<file path="src/rtl/blood_class_dispatcher.sv">
`default_nettype none
// ============================================================================
// blood_class_dispatcher : counts classified samples, queues priority types
// Revision 1.0
// ============================================================================
module blood_class_dispatcher (
    input  logic       clk,
    input  logic       rst,
    input  logic       inValid,
    input  logic [2:0] bloodType,
    input  logic       bloodClass,
    output logic       inReady,
    output logic       outValid,
    output logic [2:0] outType,
    input  logic       outReady,
    output logic [7:0] count0,
    output logic [7:0] count1,
    output logic [2:0] fifoCount,
    output logic       codeError
);
    localparam logic [1:0] S_EMPTY  = 2'd0;
    localparam logic [1:0] S_ACTIVE = 2'd1;
    localparam logic [1:0] S_FULL   = 2'd2;
    localparam logic [2:0] DEPTH    = 3'd4;
    localparam logic [7:0] CNT_MAX  = 8'hFF;

    logic [1:0] state;
    logic [1:0] state_next;
    logic       state_bad;
    logic [2:0] mem [4];
    logic [1:0] wr_ptr;
    logic [1:0] rd_ptr;
    logic [2:0] occ;
    logic       accept;
    logic       type_ok;
    logic       push;
    logic       pop;

    assign fifoCount = occ;
    assign accept    = inValid && inReady;
    assign type_ok   = (bloodType == 3'b001) || (bloodType == 3'b010) || (bloodType == 3'b100);
    assign push      = accept && type_ok && bloodClass;
    assign pop       = outValid && outReady;

    // State register
    always_ff @(posedge clk) begin
        if (rst) begin
            state <= S_EMPTY;
        end else begin
            state <= state_next;
        end
    end

    // Next-state logic; any disagreement with occupancy forces recovery to EMPTY
    always_comb begin
        state_bad  = 1'b0;
        state_next = state;
        case (state)
            S_EMPTY: begin
                state_bad = (occ != 3'd0);
                if (push) state_next = S_ACTIVE;
            end
            S_ACTIVE: begin
                state_bad = (occ == 3'd0) || (occ > 3'd3);
                if (push && !pop && occ == 3'd3) state_next = S_FULL;
                else if (pop && !push && occ == 3'd1) state_next = S_EMPTY;
            end
            S_FULL: begin
                state_bad = (occ != DEPTH);
                if (pop) state_next = S_ACTIVE;
            end
            default: begin
                state_bad = 1'b1;
            end
        endcase
        if (state_bad) state_next = S_EMPTY;
    end

    // Output logic
    always_comb begin
        inReady  = (occ != DEPTH);
        outValid = (occ != 3'd0);
        outType  = outValid ? mem[rd_ptr] : 3'b000;
    end

    always_ff @(posedge clk) begin
        if (rst || state_bad) begin
            wr_ptr <= 2'd0;
            rd_ptr <= 2'd0;
            occ    <= 3'd0;
        end else begin
            if (push) wr_ptr <= wr_ptr + 2'd1;
            if (pop)  rd_ptr <= rd_ptr + 2'd1;
            occ <= occ + {2'b00, push} - {2'b00, pop};
        end
    end

    // Storage needs no reset: entries are only visible while occupied
    always_ff @(posedge clk) begin
        if (push) mem[wr_ptr] <= bloodType;
    end

    always_ff @(posedge clk) begin
        if (rst) begin
            count0    <= 8'd0;
            count1    <= 8'd0;
            codeError <= 1'b0;
        end else if (accept) begin
            if (!type_ok) begin
                codeError <= 1'b1;
            end else if (!bloodClass) begin
                if (count0 != CNT_MAX) count0 <= count0 + 8'd1;
            end else begin
                if (count1 != CNT_MAX) count1 <= count1 + 8'd1;
            end
        end
    end

endmodule
`default_nettype wire
</file>
<file path="config.mk">
export PLATFORM = sky130hd
export DESIGN_NAME = blood_class_dispatcher
export DESIGN_NICKNAME = d
export VERILOG_FILES = /design/src/rtl/blood_class_dispatcher.sv
export SDC_FILE = /design/constraint.sdc
export NUM_CORES = 1
export LEC_CHECK = 0
export ABC_AREA = 1
export BUFFER_PORTS_ARGS = -buffer_cell sky130_fd_sc_hd__buf_2
export CAP_MARGIN = 10
export CORE_MARGIN = 8
export CORE_UTILIZATION = 60
export CTS_CLUSTER_DIAMETER = 60
export DETAILED_ROUTE_END_ITERATION = 10
export PLACE_DENSITY = 0.91
export SYNTH_ARGS = -nofsm -noshare
export SYNTH_HDL_FRONTEND = slang
export SYNTH_SLANG_ARGS = --single-unit
</file>
<file path="constraint.sdc">
create_clock -name clk -period 3.4 [get_ports clk]
set_input_delay 0.68 -clock clk [delete_from_list [all_inputs] [get_ports clk]]
set_output_delay 0.68 -clock clk [all_outputs]
set_load 0.01 [all_outputs]
</file>
==> results of run 1 <==
critical path, delay by kind of cell:
kind / cells / cell delay (ns)
adder cells (fa/ha/maj): 3 / 0.84
buffers and inverters: 3 / 0.22
AND/OR/NAND/NOR: 5 / 0.51
XOR/XNOR: 1 / 0.14
Yosys cell counts (2+ instances only):
library cell	instances	share of area, %
nand2_2	4	1.2
xor2_1	5	2.0
nor2_1	43	7.5
xnor2_1	3	1.2
nand3_2	3	1.4
nand2_1	50	8.7
inv_2	5	0.87
o21ai_0	9	2.1
nor3_1	4	0.93
ha_1	10	5.8
o21ai_1	5	1.2
a21oi_1	19	4.4
nand4_1	5	1.5
edfxtp_1	12	17
nand3_1	18	4.2
dfxtp_1	28	26
nor2_4	2	1.0
inv_1	32	5.6
nand2_4	5	2.6
stage by stage:
stage	hold WS (ns)	total power, mW	setup WS, ns
finish	0.475	1.22	1.24
global route	0.508	1.31	1.11
CTS	0.484	1.23	1.23
detailed placement	0.459	1.01	0.862
global placement	0.449	0.991	0.935
floorplan	0.477	0.890	1.22
power groups by stage:
stage	combinational, mW	clock [mW]	sequential, mW
finish	0.428	0.220	0.572
global route	0.486	0.244	0.580
CTS	0.429	0.227	0.572
detailed placement	0.427	0	0.583
global placement	0.410	0	0.582
floorplan	0.307	0	0.583
cells in the final DEF, fill, tap and decap left out, types with 2 or more instances in the layout:
master	n
inv_1	32
ha_1	10
nand2_4	5
o21ai_1	5
xnor2_1	3
nand3_1	18
dfxtp_1	28
nand2_2	4
nor3_1	4
edfxtp_1	12
clkbuf_1	2
nand3_2	3
o21ai_0	9
nand2_1	50
buf_2	32
clkinv_2	2
nor2_4	2
nand4_1	5
xor2_1	5
inv_2	5
clkbuf_4	5
nor2_1	43
a21oi_1	19
area by class of cell:
type	instances	area (um^2)
clock inverters	1	5.00
multi-input cells	191	1070
clock buffers	7	45.0
well taps	46	57.6
fillers	281	981
inverters	39	148
repair buffers	32	160
flip-flops and latches	40	921
logic make-up (layout without fill, tap and decap cells):
family                     after synthesis  after routing  share of synthesized area (%)
xor gates and xnor gates                 8              8                           3.26
and+or+nand+nor                        139            139                           32.2
DFF                                     40             40                           42.8
adders and majority gates               11             11                           6.74
buffers and inverters                   41             79                           7.38
AOI/OAI and AO/OA                       33             33                           7.67
metal layers:
metal / part of all wire (%) / routed length [um]
met2: 47 / 2070
met5: 0 / 0
met3: 4.7 / 205
met1: 46 / 2020
met4: 1.8 / 80
registers in the layout, summed over array words and instances, names as in the netlist, named ones only:
| name | count |
|---|---|
| mem | 12 |
| rd_ptr | 2 |
| state | 2 |
| count0 | 8 |
| codeError | 1 |
| count1 | 8 |
| wr_ptr | 2 |
| fifoCount | 3 |
final timing paths:
check	cells past startpoint	end	slack [ns]	start
worst min-delay path	2	codeError	0.48	codeError
worst max register to register	11	fifoCount[2]	1.28	fifoCount[1]
worst min register to register	2	codeError	0.48	codeError
worst max-delay path	12	fifoCount[2]	1.24	bloodType[0]
==> out/qor.log, run 1 <==
[cells_and_area] final instance area 2410 um^2
[power] share of power burned in combinational logic 35.0%
[routing] 1st-pass router iterations 5
[power] Leak Pwr 1.11 nW
[routing] DR vias/cell 5.23
[flow_run] max_cap viols 0
[sta] Period minus WS final 2.16 ns
[synthesis] fraction of the yosys area taken by sequential cells 42.8%
[clock_tree] H-tree levels 2
[power] relative contribution of sequential cells to total power 46.9%
[sta] Relative slew margins 79.9%
[global_route] via count of the first global-routing pass 1734
[global_route] M3 GR Usage 4.61%
[clock_tree] TritonCTS clock tree built
[worst_setup_path] highest fanout seen on the critical path 12
[sta] Max Slew Vio Count 0
[synthesis] number of synthesized flops with an enable pin 12
[cells_and_area] Util after Layout 71.1%
[routing] detailed-route wire length per cell 12.3 um
[worst_setup_path] Setup crit start kind input port
[routing] violation count after the first detailed-route iteration 94
[global_route] grt met2 use 28.0%
[sta] count of endpoints failing setup in the final report 0
[global_route] initial antenna violation count 0
[placed_design] post-detail-place hpwl 3310 um
[sta] Final Hold Violating Endpoints 0
[die] # rows 21
[clock_tree] maximum number of buffers from clock root to sink 2
[worst_setup_path] critical path cell sequence buf_2, inv_2, nand2_1, nand3_2, nand2_4, nand2_4, ha_1, inv_1, ha_1, fa_1, xnor2_1, nor2_1
[sta] worst slew pin tran 0.301 ns
[sta] worst clock skew 0.00490 ns
[placed_design] # placed instances 348
[power] switching part of the total power 37.7%
[clock_tree] source-to-sink clock delay at the later pin of the worst-skew pair 0.34 ns
[cells_and_area] count of non-filler cells in the finished layout 356
[clock_tree] Post-CTS Setup Repair Bufs 0
[worst_setup_path] type of the setup path with the least slack in2reg
[sta] RSZ-0062 raised after global routing no
[worst_setup_path] capturing element type of the critical path register
[clock_tree] total clock buffers created by CTS 5
[die] width of the die 75.9 um
[worst_setup_path] Worst EP arrival 2.40 ns
[synthesis] nets in the synthesized netlist 291
[die] area of the placeable core 3390 um^2
[routing] final wirelength 4370 um
[clock_tree] clock root buffer master clkbuf_4
[min_path] Hold WC Path Type reg2reg
[global_route] total global-route track usage 16.4%
[worst_setup_path] data required time of the critical path 3.64 ns
[sta] crit share post-route 63.5%
[routing] DRC errors left 0
[die] top-level port count 33
[global_route] total overflow reported by the global router 0
[synthesis] main flop type after synthesis dfxtp_1
[placed_design] routability cong. 0.832
[worst_setup_path] slowest stage cell on the critical path fa_1
[placed_design] total placed instance area 2360 um^2
[synthesis] library cells used by synthesis 29
[power] highest ir drop seen on vdd 262 uV
[routing] via count 1861
[global_route] first-pass GRT wire length 7380 um
[cells_and_area] Antenna Cells 0
[cells_and_area] NumNets Final 328
[synthesis] Yosys warning count 0
[cells_and_area] fraction of layout instances using a drive strength above 1 20.0%
[sta] aggregate negative setup slack 0 ns
[routing] Antenna Violating Nets Remaining 0
[die] Die Height 75.9 um
[synthesis] Synth Area per Inst 7.91 um^2
[clock_tree] sink count of the clock tree 40
[global_route] pin count of the biggest net entering global routing 15
[clock_tree] # hold bufs at CTS 0
[die] effective utilization at floorplan 63.5%
[status] run status finished clean
[power] power per standard cell area 507 nW/um^2
[clock_tree] post-cts gate resize count 0
[synthesis] post-synthesis async set-or-reset flop share 0%
[die] area of the die 5760 um^2
[worst_setup_path] longest individual stage delay on the worst path 0.37 ns
[power] Internal 0.760 mW
[synthesis] instance count of the mapped netlist 272
[power] portion of total power attributed to the clock network 18.1%
[placed_design] Buffers on Ports 32
[global_route] routing layer with the top usage in global route met2
[synthesis] flop and latch count out of synthesis 40
[global_route] global-route met1 utilization 19.1%
[synthesis] Syn Std Cell Area 2150 um^2
[sta] timing-limited maximum frequency 463 MHz
[cells_and_area] synthesis-to-layout area growth 11.9%
[clock_tree] clock input transition at the sequential cells of the worst setup and hold paths 0.10 ns
[power] Psw 0.460 mW
(Power assumes the default switching activity.)
==> inputs of run 2 (changes only) <==
--- a/config.mk
+++ b/config.mk
@@ -5,14 +5,14 @@
 export SDC_FILE = /design/constraint.sdc
 export NUM_CORES = 1
 export LEC_CHECK = 0
-export ABC_AREA = 1
+export ABC_AREA = 0
 export BUFFER_PORTS_ARGS = -buffer_cell sky130_fd_sc_hd__buf_2
 export CAP_MARGIN = 10
 export CORE_MARGIN = 8
-export CORE_UTILIZATION = 60
+export CORE_UTILIZATION = 50
 export CTS_CLUSTER_DIAMETER = 60
 export DETAILED_ROUTE_END_ITERATION = 10
-export PLACE_DENSITY = 0.91
+export PLACE_DENSITY = 0.82
 export SYNTH_ARGS = -nofsm -noshare
 export SYNTH_HDL_FRONTEND = slang
 export SYNTH_SLANG_ARGS = --single-unit
==> constraint.sdc (replaced) <==
create_clock -name clk -period 1.8 [get_ports clk]
set_input_delay 0.36 -clock clk [delete_from_list [all_inputs] [get_ports clk]]
set_output_delay 0.36 -clock clk [all_outputs]
set_load 0.01 [all_outputs]
==> out/qor.log, run 2 <==
[global_route] first-pass GRT wire length 8160 um [+11%]
[cells_and_area] count of non-filler cells in the finished layout 306 [-14%]
[flow_run] max_cap viols 0 [unchanged]
[worst_setup_path] most used cell, CP inv_1
[die] area of the die 6270 um^2 [+8.8%]
[placed_design] total placed instance area 2360 um^2 [about the same]
[sta] Relative slew margins 74.9% [-5.0 points]
[placed_design] # placed instances 294 [-16%]
[clock_tree] TritonCTS clock tree built
[clock_tree] source-to-sink clock delay at the later pin of the worst-skew pair 0.29 ns [-0.05 ns]
[sta] setup slack of the critical path after layout -0.237 ns [-1.48 ns]
[cells_and_area] count of filler cells inserted in the layout 322 [+15%]
[synthesis] top cells by area, synth dfxtp_1 28%, edfxtp_1 18%, ha_1 6.3%
[min_path] number of instances on the worst hold path 2 [unchanged]
[cells_and_area] largest registers mem (12), count0 (8), count1 (8)
[worst_setup_path] longest individual stage delay on the worst path 0.51 ns [+0.14 ns]
[worst_setup_path] buffers and inverters on the worst path 3 [unchanged]
[cells_and_area] final instance area 2610 um^2 [+8.4%]
[status] violations in the final reports setup timing
[cells_and_area] footprint of the multi-input gates 1050 um^2 [-1.6%]
[worst_setup_path] Reg2Reg Capture Point fifoCount[1]
[sta] crit share post-route 113%
[cells_and_area] NumNets Final 274 [-16%]
[die] width of the die 79.2 um [+4.3%]
[cells_and_area] synthesis-to-layout area growth 30.8%
[clock_tree] sink count of the clock tree 40 [unchanged]
[min_path] sink of the worst hold path count1[4]
[min_path] Hold WC Path Type in2reg
[routing] DR vias/cell 5.55 [+6.1%]
[synthesis] largest family of logic cells by synthesized area simple AND/OR/NAND/NOR gates
[die] effective utilization at floorplan 51.0% [-13 points]
[synthesis] flop and latch count out of synthesis 40 [unchanged]
[worst_setup_path] data required time of the critical path 2.02 ns [-1.62 ns]
[cells_and_area] Util after Layout 66.7% [-4.4 points]
[clock_tree] clock root buffer master clkbuf_8
[placed_design] routability cong. 0.803 [-3.5%]
[worst_setup_path] type of the setup path with the least slack reg2reg
[routing] detailed-route wire length per cell 15.5 um [+26%]
[sta] worst clock skew 0.00673 ns [+0.00184 ns]
[worst_setup_path] Setup crit start kind register
[sta] RSZ-0062 raised after global routing yes
[worst_setup_path] CP top delay family adder cells
[global_route] initial antenna violation count 0 [unchanged]
[worst_setup_path] minimum setup slack among reg-to-reg paths -0.24 ns [-1.52 ns]
[placed_design] Buffers on Ports 32 [unchanged]
[worst_setup_path] slowest stage cell on the critical path fa_2
[power] highest ir drop seen on vdd 624 uV [+140%]
[worst_setup_path] highest fanout seen on the critical path 3 [-9]
[worst_setup_path] launching point of the worst reg2reg path fifoCount[2]
[cells_and_area] Reg area 931 um^2 [+1.1%]
[sta] timing-limited maximum frequency 491 MHz
[clock_tree] total clock buffers created by CTS 5 [unchanged]
[routing] final wirelength 4750 um [+8.5%]
[die] top-level port count 33 [unchanged]
[placed_design] post-detail-place hpwl 3360 um [+1.3%]
[worst_setup_path] number of cells on the critical path 10 [-2]
[clock_tree] H-tree levels 2 [unchanged]
[sta] Period minus WS final 2.04 ns
[global_route] total global-route track usage 15.8% [-0.67 points]
[synthesis] Synth Area per Inst 10.2 um^2 [+29%]
[synthesis] instance count of the mapped netlist 196 [-28%]
[routing] DRC errors left 0 [unchanged]
[synthesis] main flop type after synthesis dfxtp_1
[die] # rows 23 [+9.5%]
[cells_and_area] fraction of layout instances using a drive strength above 1 38.7% [+19 points]
[worst_setup_path] R2R depth 10 [-1]
[routing] Antenna Violating Nets Remaining 0 [unchanged]
[synthesis] library cells used by synthesis 49 [+69%]
[synthesis] top-area cell type share of the netlist area 28.1% [+2.0 points]
[sta] Final Hold Violating Endpoints 0 [unchanged]
[synthesis] nets in the synthesized netlist 215 [-26%]
[cells_and_area] Largest register FFs 12 [unchanged]
[routing] violation count after the first detailed-route iteration 116 [+23%]
[synthesis] Yosys warning count 0 [unchanged]
[cells_and_area] Antenna Cells 0 [unchanged]
[cells_and_area] Top reg by flops mem
[routing] 1st-pass router iterations 4 [-1]
[synthesis] multiplexer fraction of the synthesized cell area 5.02% [+5.0 points]
[synthesis] most frequent cells after synthesis 28 x dfxtp_1, 14 x nor2_1, 13 x inv_1
[worst_setup_path] critical path cell sequence or3b_4, o2111ai_4, nor2_2, inv_1, ha_1, inv_1, ha_2, fa_2, inv_1, nor2_1
[status] run status finished with violations
[cells_and_area] most used cells in the layout excluding fill and tap cells 29 x buf_2, 27 x buf_4, 24 x dfxtp_1, 13 x inv_1, 13 x nor2_1
[global_route] pin count of the biggest net entering global routing 29 [+14]
[power] Leak Pwr 1.05 nW [-6.0%]
[sta] worst slew pin tran 0.372 ns [+0.0713 ns]
[synthesis] Syn Std Cell Area 2000 um^2 [-7.3%]
[synthesis] xor and xnor fraction of the mapped netlist area 1.76% [-1.5 points]
[synthesis] number of synthesized flops with an enable pin 12 [unchanged]
[min_path] Hold Path Origin rst
[routing] via count 1697 [-8.8%]
[synthesis] most frequently used cell type in the post-synthesis netlist dfxtp_1
[synthesis] Adder-Cell Fraction of Synth Area 7.27% [+0.53 points]
[synthesis] area leader, netlist dfxtp_1
[cells_and_area] commonest non-fill, non-tap cell in the layout buf_2
[power] power per standard cell area 1070 nW/um^2 [+110%]
[synthesis] simple logic cell fraction of the synthesized area 18.9% [-13 points]
[synthesis] fraction of the yosys area taken by sequential cells 46.1% [+3.4 points]
[global_route] via count of the first global-routing pass 1747 [+0.75%]
[sta] Max Slew Vio Count 0 [unchanged]
[global_route] total overflow reported by the global router 0 [unchanged]
[clock_tree] maximum number of buffers from clock root to sink 2 [unchanged]
[die] area of the placeable core 3910 um^2 [+15%]
[worst_setup_path] capturing element type of the critical path register
[synthesis] post-synthesis async set-or-reset flop share 0% [unchanged]
[worst_setup_path] Worst EP arrival 2.26 ns [-0.14 ns]
[die] Die Height 79.2 um [+4.3%]
[synthesis] fraction of the mapped netlist area in compound gates 15.8% [+8.1 points]
[sta] count of endpoints failing setup in the final report 2 [+2]
[clock_tree] clock input transition at the sequential cells of the worst setup and hold paths 0.08 ns [-0.02 ns]
-- run 2: changes by cell type after synthesis, moves of 7 or more --
cell and delta:
nand3_1 -7, nor2_1 -29, inv_1 -19, a21oi_1 -9
nand2_1 -42, and3_1 +7
-- run 2: layout make-up --
type / count / share of cell area [%]
Inverter: 14 / 2.01
Timing Repair Buffer: 60 / 15.1
Clock buffer: 5 / 2.64
Multi-Input combinational cell: 134 / 40.4
Clock inverter: 3 / 1.82
Sequential cell: 40 / 35.7
Tap cell: 50 / 2.40
-- run 2: kinds of logic (layout without fill, tap and decap cells) --
kind of cell	after synthesis	count (layout)
AO/OA/AOI/OAI	45	45
XOR/XNOR	4	4
adder cells (fa/ha/maj)	11	11
buffers and inverters	22	82
flip-flops	40	40
multiplexers	6	6
AND/OR/NAND/NOR	68	68
-- run 2: report_power, final --
group | switching, mW | total [mW] | internal (mW)
logic | 0.485 | 1.00 | 0.517
registers | 0.0501 | 1.05 | 1.00
clock network | 0.322 | 0.740 | 0.417
total | 0.857 | 2.79 | 1.94
-- run 2: how the worst max path moves through the flow --
stage	start	end	slack (ns)
5_1_grt	fifoCount[2]	fifoCount[1]	-0.29
3_5_place_dp	bloodType[0]	fifoCount[2]	-0.44
2_1_floorplan	fifoCount[0]	fifoCount[1]	-0.53
6_report	fifoCount[2]	fifoCount[1]	-0.24
4_1_cts	fifoCount[2]	fifoCount[1]	-0.24
3_3_place_gp	bloodType[0]	fifoCount[2]	-0.37
-- run 2: worst register-to-register path, delay by kind of cell, from the launching register on --
| kind | cells | cell delay [ns] |
|---|---|---|
| adders and majority gates | 3 | 0.96 |
| and+or+nand+nor | 3 | 0.46 |
| buffers and inverters | 3 | 0.12 |
| DFF | 1 | 0.33 |
| AOI/OAI and AO/OA | 1 | 0.11 |
-- run 2: per-stage QoR --
stage                     setup slack, ns  power [mW]  hold slack, ns  setup TNS, ns
final                              -0.237        2.79           0.403         -0.436
after floorplan                    -0.528        1.54           0.459          -1.35
after global placement             -0.366        1.83           0.452          -1.00
after global routing               -0.292        2.95           0.408         -0.628
after CTS                          -0.241        2.74           0.397         -0.532
after detailed placement           -0.440        1.85           0.473          -1.50
-- run 2: repair_timing --
item	CTS	global route
hold buffers	0	0
gates resized for setup	12	13
setup endpoints to repair	5	10
buffers inserted	7	1
pin swaps	10	7
hold endpoints to repair	0	0
-- run 2: layer usage --
layer / global-route usage (%) / wire, um / up-vias
li1: - / - / 849
met1: 18.6 / 2050 / 803
met2: 27.7 / 2400 / 40
met3: 3.72 / 249 / 5
met4: 4.63 / 45 / 0
met5: 0 / 0 / -
==> inputs of run 3 (changes only) <==
--- a/config.mk
+++ b/config.mk
@@ -5,14 +5,15 @@
 export SDC_FILE = /design/constraint.sdc
 export NUM_CORES = 1
 export LEC_CHECK = 0
-export ABC_AREA = 0
+export ABC_AREA = 1
 export BUFFER_PORTS_ARGS = -buffer_cell sky130_fd_sc_hd__buf_2
 export CAP_MARGIN = 10
 export CORE_MARGIN = 8
-export CORE_UTILIZATION = 50
+export CORE_UTILIZATION = 51
+export CTS_BUF_LIST = sky130_fd_sc_hd__clkbuf_4 sky130_fd_sc_hd__clkbuf_8 sky130_fd_sc_hd__clkbuf_16
 export CTS_CLUSTER_DIAMETER = 60
 export DETAILED_ROUTE_END_ITERATION = 10
-export PLACE_DENSITY = 0.82
+export PLACE_DENSITY = 0.83
 export SYNTH_ARGS = -nofsm -noshare
 export SYNTH_HDL_FRONTEND = slang
 export SYNTH_SLANG_ARGS = --single-unit
==> out/qor.log, run 3 (same netlist as run 1, synthesis figures left out) <==
[global_route] M3 GR Usage 3.86% [+0.14 points]
[die] area of the die 6550 um^2 [+4.6%]
[cells_and_area] Antenna Cells 0 [unchanged]
[worst_setup_path] type of the setup path with the least slack reg2reg
[global_route] initial antenna violation count 0 [unchanged]
[cells_and_area] count of non-filler cells in the finished layout 384 [+25%]
[power] highest ir drop seen on vdd 513 uV [-18%]
[sta] setup slack of the critical path after layout -0.0742 ns [+0.162 ns]
[clock_tree] source-to-sink clock delay at the later pin of the worst-skew pair 0.29 ns [about the same]
[die] top-level port count 33 [unchanged]
[global_route] via count of the first global-routing pass 1831 [+4.8%]
[worst_setup_path] Worst EP arrival 2.09 ns [-0.17 ns]
[placed_design] # placed instances 368 [+25%]
[global_route] total overflow reported by the global router 0 [unchanged]
[sta] Final Hold Violating Endpoints 0 [unchanged]
[flow_run] max_cap viols 0 [unchanged]
[sta] worst slew pin tran 0.281 ns [-0.0915 ns]
[routing] final wirelength 4830 um [+1.7%]
[die] width of the die 81.0 um [+2.3%]
[routing] via count 1897 [+12%]
[clock_tree] sink count of the clock tree 40 [unchanged]
[cells_and_area] most used cells in the layout excluding fill and tap cells 47 x nand2_1, 43 x nor2_1, 32 x buf_2, 31 x inv_1, 26 x dfxtp_1
[worst_setup_path] Setup crit start kind register
[die] area of the placeable core 4030 um^2 [+2.9%]
[cells_and_area] largest registers mem (12), count0 (8), count1 (8)
[routing] Antenna Violating Nets Remaining 0 [unchanged]
[die] # rows 23 [unchanged]
[clock_tree] TritonCTS clock tree built
[die] Die Height 81.0 um [+2.3%]
[cells_and_area] commonest non-fill, non-tap cell in the layout nand2_1
[worst_setup_path] highest fanout seen on the critical path 3 [unchanged]
[sta] Relative slew margins 81.2% [+6.3 points]
[sta] count of endpoints failing setup in the final report 3 [+1]
[power] power per standard cell area 1080 nW/um^2 [+0.94%]
[sta] crit share post-route 104% [-9.0 points]
[routing] violation count after the first detailed-route iteration 69 [-41%]
[clock_tree] maximum number of buffers from clock root to sink 2 [unchanged]
[cells_and_area] Largest register FFs 12 [unchanged]
[clock_tree] clock input transition at the sequential cells of the worst setup and hold paths 0.07 ns [about the same]
[placed_design] routability cong. 0.840 [+4.6%]
[status] run status finished with violations
[global_route] total global-route track usage 14.9% [-0.83 points]
[clock_tree] total clock buffers created by CTS 5 [unchanged]
[clock_tree] clock root buffer master clkbuf_8
[global_route] first-pass GRT wire length 7780 um [-4.6%]
[cells_and_area] fraction of layout instances using a drive strength above 1 30.5% [-8.1 points]
[placed_design] pre-CTS setup slack -0.159 ns [+0.281 ns]
[placed_design] post-detail-place hpwl 3390 um [+1.1%]
[sta] Max Slew Vio Count 0 [unchanged]
[clock_tree] H-tree levels 2 [unchanged]
[routing] detailed-route wire length per cell 12.6 um [-19%]
[min_path] Hold WC Path Type in2reg
[global_route] routing layer with the top usage in global route met2
[routing] 1st-pass router iterations 4 [unchanged]
[routing] DRC errors left 0 [unchanged]
[cells_and_area] NumNets Final 352 [+28%]
[power] Leak Pwr 1.26 nW [+21%]
[sta] RSZ-0062 raised after global routing yes
[status] violations in the final reports setup timing
[sta] Period minus WS final 1.87 ns [-0.162 ns]
[cells_and_area] synthesis-to-layout area growth 26.6%
[routing] DR vias/cell 4.94 [-11%]
[worst_setup_path] data required time of the critical path 2.02 ns [about the same]
[global_route] grt met2 use 23.8% [-3.9 points]
[placed_design] Buffers on Ports 32 [unchanged]
[global_route] global-route met1 utilization 18.2% [-0.34 points]
[die] effective utilization at floorplan 53.4% [+2.4 points]
[cells_and_area] Top reg by flops mem
[sta] worst clock skew 0.00839 ns [+0.00166 ns]
[global_route] pin count of the biggest net entering global routing 15 [-48%]
[worst_setup_path] capturing element type of the critical path register
[sta] timing-limited maximum frequency 534 MHz [+8.7%]
## run 3: cell count changes in the layout (fill, tap and decap cells not counted), moves of 5 or more
cell | previous run | this run
nand2_1 | 6 | 47
nor2_1 | 13 | 43
inv_1 | 13 | 31
a21oi_1 | 10 | 17
and3_1 | 7 | 0
inv_2 | 0 | 6
nand3_1 | 11 | 17
o31ai_1 | 6 | 0
nand2_2 | 2 | 7
nand2_4 | 0 | 5
o21ai_1 | 0 | 5
or4_1 | 5 | 0
## run 3: area by class of cell
type	count	area (um^2)
fillers	306	1300
multi-input cells	191	1130
flip-flops and latches	40	928
repair buffers	56	344
inverters	39	149
clock buffers	6	76.3
well taps	50	62.6
clock inverters	2	35.0
## run 3: critical path: stages (launching register included)
cell and delay, ns:
dfxtp_4 0.36, nor2_4 0.05, nand2_4 0.08, nand2_4 0.08, nor2_8 0.10, nand2_4 0.07, ha_4 0.26, inv_2 0.04
ha_4 0.15, fa_2 0.51, inv_1 0.04, nor2_1 0.08
## run 3: stage by stage
| step | total power [mW] | hold slack (ns) | util [%] | TNS, ns | area, um^2 |
|---|---|---|---|---|---|
| 2_1_floorplan | 1.71 | 0.429 | - | -0.206 | 2170 |
| 3_3_place_gp | 2.04 | 0.484 | 62.2 | -0.251 | 2510 |
| 3_5_place_dp | 2.06 | 0.494 | 62.2 | -0.390 | 2510 |
| 4_1_cts | 2.84 | 0.376 | 65.9 | -0.0581 | 2660 |
| 5_1_grt | 3.11 | 0.386 | 67.6 | -0.387 | 2730 |
| 6_report | 2.94 | 0.382 | 67.6 | -0.111 | 2730 |
## run 3: final timing paths
| check | start | endpoint | slack [ns] | depth (start not counted) |
|---|---|---|---|---|
| min reg2reg | codeError | codeError | 0.51 | 2 |
| min | bloodType[2] | mem[3][2] | 0.38 | 2 |
| max | fifoCount[1] | fifoCount[1] | -0.07 | 11 |
| max reg2reg | fifoCount[1] | fifoCount[1] | -0.07 | 11 |
## run 3: power by group
part           leakage [nW]  switching (mW)  internal, mW  total [mW]
registers             0.337          0.0756          1.01        1.08
logic                 0.867           0.653         0.487        1.14
clock network        0.0586           0.293         0.426       0.719
total                  1.26            1.02          1.92        2.94
## run 3: metal layers
layer / wire length [um] / vias up / share of wire (%)
met5: 0 / - / 0
met4: 121 / 0 / 2.5
met3: 206 / 11 / 4.3
met2: 2380 / 33 / 49
met1: 2110 / 855 / 44
li1: - / 998 / -
## run 3: timing repair
action	4_1_cts	5_1_grt
setup buffers	3	5
pin swaps	3	10
hold buffers	0	0
endpoints found under the setup margin	3	4
gates resized for setup	3	9
